==> src/rtl/display_pkg.sv <==
// display_pkg: shared definitions for the hex-display debug mux and its select controller.
//   SELECT_W        - width of the mux view index
//   NUM_DEBUG_VIEWS - number of views the mux decodes
//   mode_e          - select-controller operating mode
//   sel_inc/sel_dec - wrap-around stepping against an arbitrary top value
package display_pkg;

    localparam int unsigned SELECT_W        = 5;
    localparam int unsigned NUM_DEBUG_VIEWS = 20;

    typedef enum logic [1:0] {
        ModeManual,
        ModeDirect,
        ModeAuto
    } mode_e;

    // Wrap compares against the last valid view, not a power of two.
    function automatic logic [SELECT_W-1:0] sel_inc(input logic [SELECT_W-1:0] sel,
                                                    input logic [SELECT_W-1:0] max_sel);
        return (sel == max_sel) ? '0 : sel + 1'b1;
    endfunction

    function automatic logic [SELECT_W-1:0] sel_dec(input logic [SELECT_W-1:0] sel,
                                                    input logic [SELECT_W-1:0] max_sel);
        return (sel == '0) ? max_sel : sel - 1'b1;
    endfunction

endpackage

==> src/rtl/key_debounce.sv <==
// key_debounce: synchronise and debounce one active-low pushbutton.
//   Clock   - system clock
//   Reset_n - asynchronous active-low reset
//   key_n   - raw active-low key, asynchronous to Clock
//   level   - debounced key level (1 = released)
//   press   - one-cycle pulse on a debounced high-to-low transition
module key_debounce #(
    parameter int unsigned DEBOUNCE_CYCLES = 500000
) (
    input  logic Clock,
    input  logic Reset_n,
    input  logic key_n,
    output logic level,
    output logic press
);

    localparam int unsigned CNT_W = (DEBOUNCE_CYCLES > 1) ? $clog2(DEBOUNCE_CYCLES) : 1;
    localparam logic [CNT_W-1:0] CNT_MAX = CNT_W'(DEBOUNCE_CYCLES - 1);

    logic             r_sync1;
    logic             r_sync2;
    logic [CNT_W-1:0] r_cnt;
    logic             r_level;
    logic             r_press;
    logic             r_armed;

    // The synchroniser resets to "held" and presses are only armed once the key has been
    // seen released, so a key held through reset release never produces a press.
    always_ff @(posedge Clock or negedge Reset_n) begin
        if (!Reset_n) begin
            r_sync1 <= 1'b0;
            r_sync2 <= 1'b0;
            r_cnt   <= '0;
            r_level <= 1'b1;
            r_press <= 1'b0;
            r_armed <= 1'b0;
        end else begin
            r_sync1 <= key_n;
            r_sync2 <= r_sync1;
            r_armed <= r_armed | r_sync2;
            r_press <= 1'b0;
            if (r_sync2 == r_level) begin
                r_cnt <= '0;
            end else if (r_cnt == CNT_MAX) begin
                r_cnt   <= '0;
                r_level <= r_sync2;
                // Sample differs from level, so a high level here means a falling edge.
                r_press <= r_level & r_armed;
            end else begin
                r_cnt <= r_cnt + 1'b1;
            end
        end
    end

    assign level = r_level;
    assign press = r_press;

endmodule

==> src/rtl/display_select_ctrl.sv <==
// display_select_ctrl: turns board keys and switches into the debug-mux view select.
//   Clock, Reset_n            - system clock, asynchronous active-low reset
//   Key_Up_n, Key_Down_n      - raw active-low step keys
//   Key_Blank_n               - raw active-low key toggling blanking
//   Sw_Direct, Sw_DirectMode  - direct view value and direct-mode enable
//   Sw_Auto                   - auto-cycle request (only with DISPLAY_AUTOCYCLE_EN)
//   Display_Select            - registered view index
//   Display_Enable            - registered blank control (1 = blank)
//   Select_Changed            - one-cycle pulse when Display_Select changes
// Build option: define DISPLAY_AUTOCYCLE_EN to include the timed auto-cycle mode.
module display_select_ctrl
    import display_pkg::*;
#(
    parameter int unsigned NUM_SELECTS        = NUM_DEBUG_VIEWS,
    parameter int unsigned DEBOUNCE_CYCLES    = 500000,
    parameter int unsigned AUTO_PERIOD_CYCLES = 50000000
) (
    input  logic                Clock,
    input  logic                Reset_n,
    input  logic                Key_Up_n,
    input  logic                Key_Down_n,
    input  logic                Key_Blank_n,
    input  logic [SELECT_W-1:0] Sw_Direct,
    input  logic                Sw_DirectMode,
    input  logic                Sw_Auto,
    output logic [SELECT_W-1:0] Display_Select,
    output logic                Display_Enable,
    output logic                Select_Changed
);

    localparam logic [SELECT_W-1:0] MAX_SEL = SELECT_W'(NUM_SELECTS - 1);

    logic                w_up_press;
    logic                w_down_press;
    logic                w_blank_press;
    logic [2:0]          w_unused_levels;
    logic [SELECT_W-1:0] r_dsync1;
    logic [SELECT_W-1:0] r_dsync2;
    logic                r_msync1;
    logic                r_msync2;
    logic [SELECT_W-1:0] w_clamped;
    logic [SELECT_W-1:0] w_manual_nxt;
    logic [SELECT_W-1:0] w_sel_nxt;
    logic [SELECT_W-1:0] r_sel;
    logic                r_blank;
    logic                r_changed;
    mode_e               w_mode;

    key_debounce #(.DEBOUNCE_CYCLES(DEBOUNCE_CYCLES)) u_key_up (
        .Clock   (Clock),
        .Reset_n (Reset_n),
        .key_n   (Key_Up_n),
        .level   (w_unused_levels[0]),
        .press   (w_up_press)
    );

    key_debounce #(.DEBOUNCE_CYCLES(DEBOUNCE_CYCLES)) u_key_down (
        .Clock   (Clock),
        .Reset_n (Reset_n),
        .key_n   (Key_Down_n),
        .level   (w_unused_levels[1]),
        .press   (w_down_press)
    );

    key_debounce #(.DEBOUNCE_CYCLES(DEBOUNCE_CYCLES)) u_key_blank (
        .Clock   (Clock),
        .Reset_n (Reset_n),
        .key_n   (Key_Blank_n),
        .level   (w_unused_levels[2]),
        .press   (w_blank_press)
    );

`ifdef DISPLAY_AUTOCYCLE_EN
    localparam int unsigned DWELL_W =
        (AUTO_PERIOD_CYCLES > 1) ? $clog2(AUTO_PERIOD_CYCLES) : 1;
    localparam logic [DWELL_W-1:0] DWELL_MAX = DWELL_W'(AUTO_PERIOD_CYCLES - 1);

    logic               r_async1;
    logic               r_async2;
    logic [DWELL_W-1:0] r_dwell;
    logic [DWELL_W-1:0] w_dwell_nxt;
`else
    logic        w_unused_auto;
    logic [31:0] w_unused_period;
    assign w_unused_auto   = Sw_Auto;
    assign w_unused_period = AUTO_PERIOD_CYCLES;
`endif

    // Mode is decoded every cycle from the synchronised switches; direct wins.
    always_comb begin
        w_mode = ModeManual;
        if (r_msync2) begin
            w_mode = ModeDirect;
`ifdef DISPLAY_AUTOCYCLE_EN
        end else if (r_async2) begin
            w_mode = ModeAuto;
`endif
        end
    end

    assign w_clamped = (r_dsync2 > MAX_SEL) ? MAX_SEL : r_dsync2;

    // Simultaneous up and down cancel.
    always_comb begin
        w_manual_nxt = r_sel;
        if (w_up_press && !w_down_press) begin
            w_manual_nxt = sel_inc(r_sel, MAX_SEL);
        end else if (w_down_press && !w_up_press) begin
            w_manual_nxt = sel_dec(r_sel, MAX_SEL);
        end
    end

    always_comb begin
        w_sel_nxt = r_sel;
`ifdef DISPLAY_AUTOCYCLE_EN
        // Dwell stays cleared outside AUTO so each entry starts a full period.
        w_dwell_nxt = '0;
`endif
        case (w_mode)
            ModeDirect: w_sel_nxt = w_clamped;
`ifdef DISPLAY_AUTOCYCLE_EN
            ModeAuto: begin
                if (w_up_press || w_down_press) begin
                    w_sel_nxt = w_manual_nxt;
                end else if (r_dwell == DWELL_MAX) begin
                    w_sel_nxt = sel_inc(r_sel, MAX_SEL);
                end else begin
                    w_dwell_nxt = r_dwell + 1'b1;
                end
            end
`endif
            default: w_sel_nxt = w_manual_nxt;
        endcase
    end

    always_ff @(posedge Clock or negedge Reset_n) begin
        if (!Reset_n) begin
            r_dsync1  <= '0;
            r_dsync2  <= '0;
            r_msync1  <= 1'b0;
            r_msync2  <= 1'b0;
            r_sel     <= '0;
            r_blank   <= 1'b0;
            r_changed <= 1'b0;
`ifdef DISPLAY_AUTOCYCLE_EN
            r_async1  <= 1'b0;
            r_async2  <= 1'b0;
            r_dwell   <= '0;
`endif
        end else begin
            r_dsync1  <= Sw_Direct;
            r_dsync2  <= r_dsync1;
            r_msync1  <= Sw_DirectMode;
            r_msync2  <= r_msync1;
            r_sel     <= w_sel_nxt;
            r_changed <= (w_sel_nxt != r_sel);
            if (w_blank_press) begin
                r_blank <= ~r_blank;
            end
`ifdef DISPLAY_AUTOCYCLE_EN
            r_async1  <= Sw_Auto;
            r_async2  <= r_async1;
            r_dwell   <= w_dwell_nxt;
`endif
        end
    end

    assign Display_Select = r_sel;
    assign Display_Enable = r_blank;
    assign Select_Changed = r_changed;

endmodule

==> config.mk <==
export PLATFORM = sky130hd
export DESIGN_NAME = display_select_ctrl
export DESIGN_NICKNAME = d
export VERILOG_FILES = /design/src/rtl/display_pkg.sv /design/src/rtl/key_debounce.sv /design/src/rtl/display_select_ctrl.sv
export SDC_FILE = /design/constraint.sdc
export NUM_CORES = 1
export LEC_CHECK = 0
export BUFFER_PORTS_ARGS = -buffer_cell sky130_fd_sc_hd__buf_4
export CORE_MARGIN = 1
export CORE_UTILIZATION = 40
export DETAILED_ROUTE_END_ITERATION = 8
export SETUP_SLACK_MARGIN = 0.4
export SYNTH_ARGS = -nofsm -noshare
export SYNTH_HDL_FRONTEND = slang
export SYNTH_SLANG_ARGS = --single-unit
export TNS_END_PERCENT = 1
==> constraint.sdc <==
create_clock -name Clock -period 3 [get_ports Clock]
set_input_delay 0 -clock Clock [delete_from_list [all_inputs] [get_ports Clock]]
set_output_delay 0 -clock Clock [all_outputs]
set_load 0.01 [all_outputs]
==> results of run 1 <==
flip-flops by register name, indices dropped and copies added (netlist names), 5 cells and up:
name,count
u_key_blank.r_cnt,19
u_key_down.r_cnt,19
u_key_up.r_cnt,19
Display_Select,5
r_dsync1,5
r_dsync2,5
final cells by class:
class                           instances  area [um2]  share of cell area (%)
Inverter                                6        22.5                   0.474
Timing Repair Buffer                   29         243                    5.11
Clock inverter                          5        37.5                   0.791
Multi-Input combinational cell        300        1850                    39.0
Clock buffer                           11         141                    2.98
Tap cell                              136         170                    3.58
Sequential cell                        91        2280                    48.0
cell usage in the layout (no fill, tap or decap), types with 3 or more instances in the layout:
| master | count |
|---|---|
| nor2_1 | 72 |
| and2_1 | 4 |
| mux2_2 | 3 |
| and3_1 | 11 |
| and4_1 | 7 |
| nand4_1 | 15 |
| nor3_1 | 13 |
| a21oi_1 | 6 |
| dfstp_2 | 3 |
| xnor2_1 | 18 |
| nand2_1 | 29 |
| dlygate4sd3_1 | 10 |
| o21ai_0 | 7 |
| a31oi_1 | 3 |
| ha_1 | 5 |
| nand2b_1 | 6 |
| clkbuf_8 | 10 |
| buf_4 | 19 |
| inv_1 | 6 |
| xor2_1 | 37 |
| or2_2 | 4 |
| nor2b_1 | 6 |
| a22oi_1 | 4 |
| dfrtp_1 | 88 |
| nand3_1 | 19 |
cells by family after synthesis:
group           synth area share [%]
flops                           54.0
mux                             1.27
fa+ha+maj                       1.48
xor+xnor                        11.4
buf+inv                         2.10
compound gates                  5.27
simple gates                    24.4
per-layer routing:
metal	vias to the layer above	GRT usage [%]	share of wire, %
met1	1441	20.5	50
met5	-	0	0
met2	43	23.7	46
li1	1464	-	-
met3	15	1.93	2.0
met4	0	7.44	2.3
power groups by stage:
stage	sequential (mW)	combinational, mW	clock (mW)
3_3_place_gp	1.32	0.130	0
6_report	1.29	0.139	0.758
3_5_place_dp	1.32	0.132	0
5_1_grt	1.30	0.161	0.821
2_1_floorplan	1.30	0.0843	0
4_1_cts	1.29	0.143	0.783
critical path, delay by kind of cell (launching register included):
| kind | cells | cell delay [ps] |
|---|---|---|
| simple gates | 2 | 590 |
| buf+inv | 1 | 140 |
| compound gates | 3 | 620 |
| fa+ha+maj | 1 | 200 |
| flops | 1 | 500 |
worst max path at each step:
stage / from / end / slack [ps] / cells past startpoint
after floorplan: Display_Select[0]$_DFF_PN0_ / Select_Changed$_DFF_PN0_ / 970 / 8
after detailed placement: Display_Select[0]$_DFF_PN0_ / Select_Changed$_DFF_PN0_ / 850 / 7
final: Display_Select[0]$_DFF_PN0_ / Select_Changed$_DFF_PN0_ / 810 / 7
after CTS: Display_Select[0]$_DFF_PN0_ / Select_Changed$_DFF_PN0_ / 830 / 7
after global routing: Display_Select[0]$_DFF_PN0_ / Select_Changed$_DFF_PN0_ / 660 / 7
after global placement: Display_Select[0]$_DFF_PN0_ / Select_Changed$_DFF_PN0_ / 880 / 7
per-stage QoR:
| step | setup slack (ps) | util (%) | total power, mW |
|---|---|---|---|
| finish | 814 | 46.2 | 2.19 |
| global route | 659 | 46.2 | 2.28 |
| CTS | 828 | 46.2 | 2.22 |
| detailed placement | 847 | 43.5 | 1.45 |
| global placement | 884 | 43.5 | 1.45 |
| floorplan | 969 | - | 1.39 |
what timing repair did:
item / CTS / global route
hold buffers: 10 / 0
endpoints found under the hold margin: 74 / 0
buffers inserted: 0 / 0
resized for setup: 0 / 0
==> tab_implementation.tex, run 1 <==
\begin{tabular}{lr}
\hline
Metric & Value \\
\hline
\multicolumn{2}{l}{\textbf{Power and ir drop}} \\
Internal Pwr Total & 1.64 mW \\
Switch share & about a quarter \\
Clock power share & 34.6\% \\
Power density relative to cell area & 461 nW/um2 \\
Relative contribution of sequential cells to total power & 59.0\% \\
Worst supply voltage drop on vdd & 0.000235 V \\
Relative contribution of combinational cells to total power & 6.3\% \\
Leakage power & 2.03 nW \\
Switching power & about 0.55 mW \\
\multicolumn{2}{l}{\textbf{Critical path}} \\
Ordered cell list for the critical path & inv\_1, ha\_1, nand2b\_1, o31ai\_1, a221o\_1, o311ai\_0, or4b\_1 \\
Worst path max stage delay & 500 ps \\
Data required, critical path & around 3200 ps \\
Launching point of the worst reg2reg path & Display\_Select[0]\$\_DFF\_PN0\_ \\
Reg-to-reg critical path endpoint & Select\_Changed\$\_DFF\_PN0\_ \\
Type of destination of the critical path & register \\
CP Max Fanout & 10 \\
Crit path max-delay cell type & dfrtp\_1 \\
Crit path kind & register to register \\
Register-to-Register Setup Slack & 810 ps \\
Worst Path Arrival & between 2000 and 2500 ps \\
Worst Setup Start Kind & register \\
Worst Reg2Reg Path Length in Cells & 7 \\
\multicolumn{2}{l}{\textbf{Cells and area}} \\
\# nets final & 454 \\
Filler-free cell count of the finished design & between 500 and 600 \\
Layout cells sized above 1 & 11.3\% \\
Final standard cell area without fillers & between 4000 and 5000 um2 \\
Antenna Diode Count & 0 \\
Synth-to-layout area growth & 12.4\% \\
Total of fill cells in the finished design & about 980 \\
\multicolumn{2}{l}{\textbf{Logic synthesis}} \\
Post-synth net total & 425 \\
Synth top area share & 52.1\% \\
Total of warnings raised by yosys & 0 \\
Top FF cell, synth & dfrtp\_1 \\
Synth top cells by count & dfrtp\_1, nor2\_1, xor2\_1, nand2\_1, nand3\_1 \\
Most common cell in the netlist & dfrtp\_1 \\
Cells taking the most area after synthesis & dfrtp\_1, xor2\_1, nor2\_1, xnor2\_1, nand2\_1 \\
Post-synth ARST share & 100\% \\
Share of synthesized area occupied by flip-flops and latches & a little over half \\
Cell area after synthesis & 4220 um2 \\
Library cells used by synthesis & 47 \\
Count of mapped cells out of synthesis & 408 \\
Synthesized flop and latch total & 91 \\
Cell taking the most area after synthesis & dfrtp\_1 \\
Number of synthesized flops with an enable pin & 0 \\
Mean cell area of the mapped netlist & 10.4 um2 \\
\multicolumn{2}{l}{\textbf{Floorplan}} \\
Starting Density & 41.1\% \\
Die H & 105 um \\
Core Footprint & about 10,000 um2 \\
Area of the die & about 11,000 um2 \\
Horizontal die dimension & 105 um \\
Row count & 37 \\
\# IOs & 19 \\
\multicolumn{2}{l}{\textbf{Placement}} \\
Placed Cells incl. Taps & 552 \\
Port Buffer Count & 17 \\
Weighted congestion at the end of routability-driven global placement & 0.847 \\
Post-DP HPWL & 4870 um \\
Instance area after placement & $\sim$4500 um2 \\
\multicolumn{2}{l}{\textbf{GRT}} \\
Initial antenna violation count & 0 \\
Global-route wire length before repair & 13,400 um \\
Pin count of the biggest net entering global routing & 70 \\
Overflow left after global routing & 0 \\
Gr usage total & approximately 15\% \\
Vias in the first global route & 2,960 \\
\multicolumn{2}{l}{\textbf{Detailed routing}} \\
Average routed wire per standard cell & 12.9 um \\
Number of DRC violations after detailed-routing iteration 0 & 86 \\
Pre-antenna DRT Iters & 4 \\
Count of vias placed by the detailed router & around 3,000 \\
Post-route DRC & 0 \\
Post-DR vias/cell & 5.13 \\
Routed Wire Length & approximately 7400 um \\
Number of nets with antenna violations after routing & 0 \\
\multicolumn{2}{l}{\textbf{STA}} \\
WHS & approximately 280 ps \\
Final setup violation count & 0 \\
Final Hold Viols & 0 \\
Achievable Freq & between 400 and 500 MHz \\
Final-report max-slew violation count & 0 \\
RSZ-0062 raised after global routing & no \\
Slew @ Worst Pin & 864 ps \\
Sum of negative setup slack & 0 ps \\
Shortest period the worst path allows & 2190 ps \\
Slew margin rel. & 42.4\% \\
Tcrit/Tclk final & 72.9\% \\
Worst setup skew after layout & a little over 8 ps \\
\multicolumn{2}{l}{\textbf{Worst hold path}} \\
Worst Hold End & u\_key\_blank.r\_sync1\$\_DFF\_PN0\_ \\
Number of cells traversed by the worst hold path & 2 \\
Hold path startpoint & Key\_Blank\_n \\
Hold Path Class & primary input to register \\
\multicolumn{2}{l}{\textbf{CTS}} \\
Insertion delay to the later sink of the worst-skew pair & 360 ps \\
Library cell used as clock root buffer & clkbuf\_8 \\
TritonCTS clock tree & yes \\
Maximum buffer depth of the clock tree & 2 \\
Clock sink total & 91 \\
CTS H-tree lvls & 3 \\
Reg clk slew, reported paths & 90 ps \\
Number of clock buffers inserted by TritonCTS & 9 \\
\multicolumn{2}{l}{\textbf{Run}} \\
Maximum capacitance violations & 0 \\
\multicolumn{2}{l}{\textbf{Run status}} \\
Result of the run & finished clean \\
\hline
\end{tabular}
Power figures use the tool's default switching activity.
==> inputs of run 2 (changes only) <==
==> constraint.sdc (replaced) <==
create_clock -name Clock -period 2.3 [get_ports Clock]
set_input_delay 0 -clock Clock [delete_from_list [all_inputs] [get_ports Clock]]
set_output_delay 0 -clock Clock [all_outputs]
set_load 0.01 [all_outputs]
==> tab_implementation.tex, run 2 (same netlist as run 1, synthesis figures left out) <==
\begin{tabular}{lr}
\hline
Metric & Value \\
\hline
\multicolumn{2}{l}{\textbf{Critical path}} \\
Family with the most delay on the worst path & simple AND/OR/NAND/NOR gates \\
Worst path max stage delay & 510 ps \\
Crit path max-delay cell type & or4b\_1 \\
Worst path buffer plus inverter count & 0 \\
Ordered cell list for the critical path & ha\_4, nand2\_1, mux2i\_1, a221oi\_2, nor3\_1, or4b\_1 \\
Crit path kind & register to register \\
Worst Setup Start Kind & register \\
Type of destination of the critical path & register \\
Data required, critical path & 2540 ps \\
CP Max Fanout & 5 \\
Worst Path Arrival & 2080 ps \\
\multicolumn{2}{l}{\textbf{Floorplan}} \\
Area of the die & 11,000 um2 \\
\# IOs & 19 \\
Starting Density & 41.1\% \\
Row count & 37 \\
Horizontal die dimension & 105 um \\
Core Footprint & slightly above 10,000 um2 \\
Die H & 105 um \\
\multicolumn{2}{l}{\textbf{STA}} \\
Final Hold Viols & 0 \\
Tcrit/Tclk final & 80.2\% \\
Sum of negative setup slack & 0 ps \\
Slew @ Worst Pin & 631 ps \\
Final-report max-slew violation count & 0 \\
Final setup violation count & 0 \\
Worst setup skew after layout & 8.29 ps \\
RSZ-0062 raised after global routing & yes \\
Slew margin rel. & 58.0\% \\
Achievable Freq & around 540 MHz \\
Shortest period the worst path allows & 1840 ps \\
\multicolumn{2}{l}{\textbf{CTS}} \\
CTS H-tree lvls & 3 \\
Reg clk slew, reported paths & $\sim$90 ps \\
Number of clock buffers inserted by TritonCTS & 9 \\
Clock sink total & 91 \\
Insertion delay to the later sink of the worst-skew pair & 360 ps \\
Maximum buffer depth of the clock tree & 2 \\
Library cell used as clock root buffer & clkbuf\_8 \\
TritonCTS clock tree & yes \\
\multicolumn{2}{l}{\textbf{Detailed routing}} \\
Count of vias placed by the detailed router & 3,001 \\
Routed Wire Length & about 7600 um \\
Average routed wire per standard cell & 13.0 um \\
Post-route DRC & 0 \\
Pre-antenna DRT Iters & 4 \\
Number of nets with antenna violations after routing & 0 \\
Number of DRC violations after detailed-routing iteration 0 & 104 \\
Post-DR vias/cell & $\sim$5 \\
\multicolumn{2}{l}{\textbf{GRT}} \\
Gr usage total & 15.6\% \\
Initial antenna violation count & 0 \\
Overflow left after global routing & 0 \\
Pin count of the biggest net entering global routing & 51 \\
Global-route wire length before repair & 13,700 um \\
Vias in the first global route & 2,913 \\
\multicolumn{2}{l}{\textbf{Cells and area}} \\
Antenna Diode Count & 0 \\
Most used cells in the layout excluding fill and tap cells & dfrtp\_1, nor2\_1, xor2\_1 \\
Combined flip-flop and latch cell area & 2290 um2 \\
Layout cells sized above 1 & 16.6\% \\
Final standard cell area without fillers & about 5000 um2 \\
Filler-free cell count of the finished design & 587 \\
Total of fill cells in the finished design & 976 \\
Synth-to-layout area growth & 18.1\% \\
Leading cell type in the layout, fill and taps excluded & dfrtp\_1 \\
\# nets final & between 400 and 500 \\
Biggest regs & u\_key\_blank.r\_cnt: 19 flops, u\_key\_down.r\_cnt: 19 flops, u\_key\_up.r\_cnt: 19 flops \\
Core occupancy in the finished layout & 48.5\% \\
Area of the multi-input gates & 1930 um2 \\
\multicolumn{2}{l}{\textbf{Placement}} \\
Instance area after placement & 4530 um2 \\
Weighted congestion at the end of routability-driven global placement & 0.863 \\
Post-DP HPWL & 4940 um \\
Port Buffer Count & 17 \\
Placed Cells incl. Taps & 554 \\
\multicolumn{2}{l}{\textbf{Power and ir drop}} \\
Worst supply voltage drop on vdd & 0.000236 V \\
Total power of the final layout & 3.23 mW \\
Leakage power & 2.12 nW \\
Power density relative to cell area & 647 nW/um2 \\
\multicolumn{2}{l}{\textbf{Run status}} \\
Result of the run & finished clean \\
\multicolumn{2}{l}{\textbf{Worst hold path}} \\
Hold Path Class & primary input to async pin \\
\multicolumn{2}{l}{\textbf{Run}} \\
Maximum capacitance violations & 0 \\
\hline
\end{tabular}
[run 2: cell types whose count changed in the layout (fill, tap and decap cells not counted), sizes merged]
cell      previous run  this run
clkinv               2         1
clkinvlp             2         1
bufinv               0         3
buf                 19        28
clkbuf              11        10
[run 2: report_power, final]
part	internal [mW]	switching (mW)
registers	1.64	0.0538
logic	0.105	0.114
clock network	0.753	0.562
total	2.50	0.730
[run 2: through the flow]
step	worst slack, ps	hold WS, ps
final	456	190
after global routing	383	248
after CTS	380	214
after detailed placement	206	73.3
after global placement	239	75.6
after floorplan	405	-296
[run 2: cell type report]
class	count	share of cell area [%]
Sequential cell	91	45.9
Multi-Input combinational cell	300	38.7
Timing Repair Buffer	38	6.47
Tap cell	136	3.41
Clock buffer	10	2.76
Clock inverter	6	2.23
Inverter	6	0.552
[run 2: path summary, 6_finish.rpt]
check	from	end	slack, ps	cells after the start
worst max-delay path	Display_Select[0]$_DFF_PN0_	Select_Changed$_DFF_PN0_	460	6
worst min-delay path	Reset_n	u_key_up.r_cnt[13]$_DFF_PN0_	190	2
worst max register to register	Display_Select[0]$_DFF_PN0_	Select_Changed$_DFF_PN0_	460	6
worst min register to register	u_key_blank.r_sync1$_DFF_PN0_	u_key_blank.r_sync2$_DFF_PN0_	350	0
max in group asynchronous	Reset_n	u_key_blank.level$_DFFE_PN1P_	1410	3
min in group Clock	Key_Up_n	u_key_up.r_sync1$_DFF_PN0_	280	2
[run 2: timing repair]
item                       in CTS  in global routing
hold buffers                   10                  0
setup endpoints to repair      17                 30
setup buffers                   4                  3
resized for setup               6                 11
pin swaps                       0                  3
hold endpoints to repair       56                  0
[run 2: metal layers]
layer	part of all wire (%)	GRT usage (%)
met1	48	20.5
met2	47	25.1
met3	2.0	2.12
met4	2.5	8.55
met5	0	0
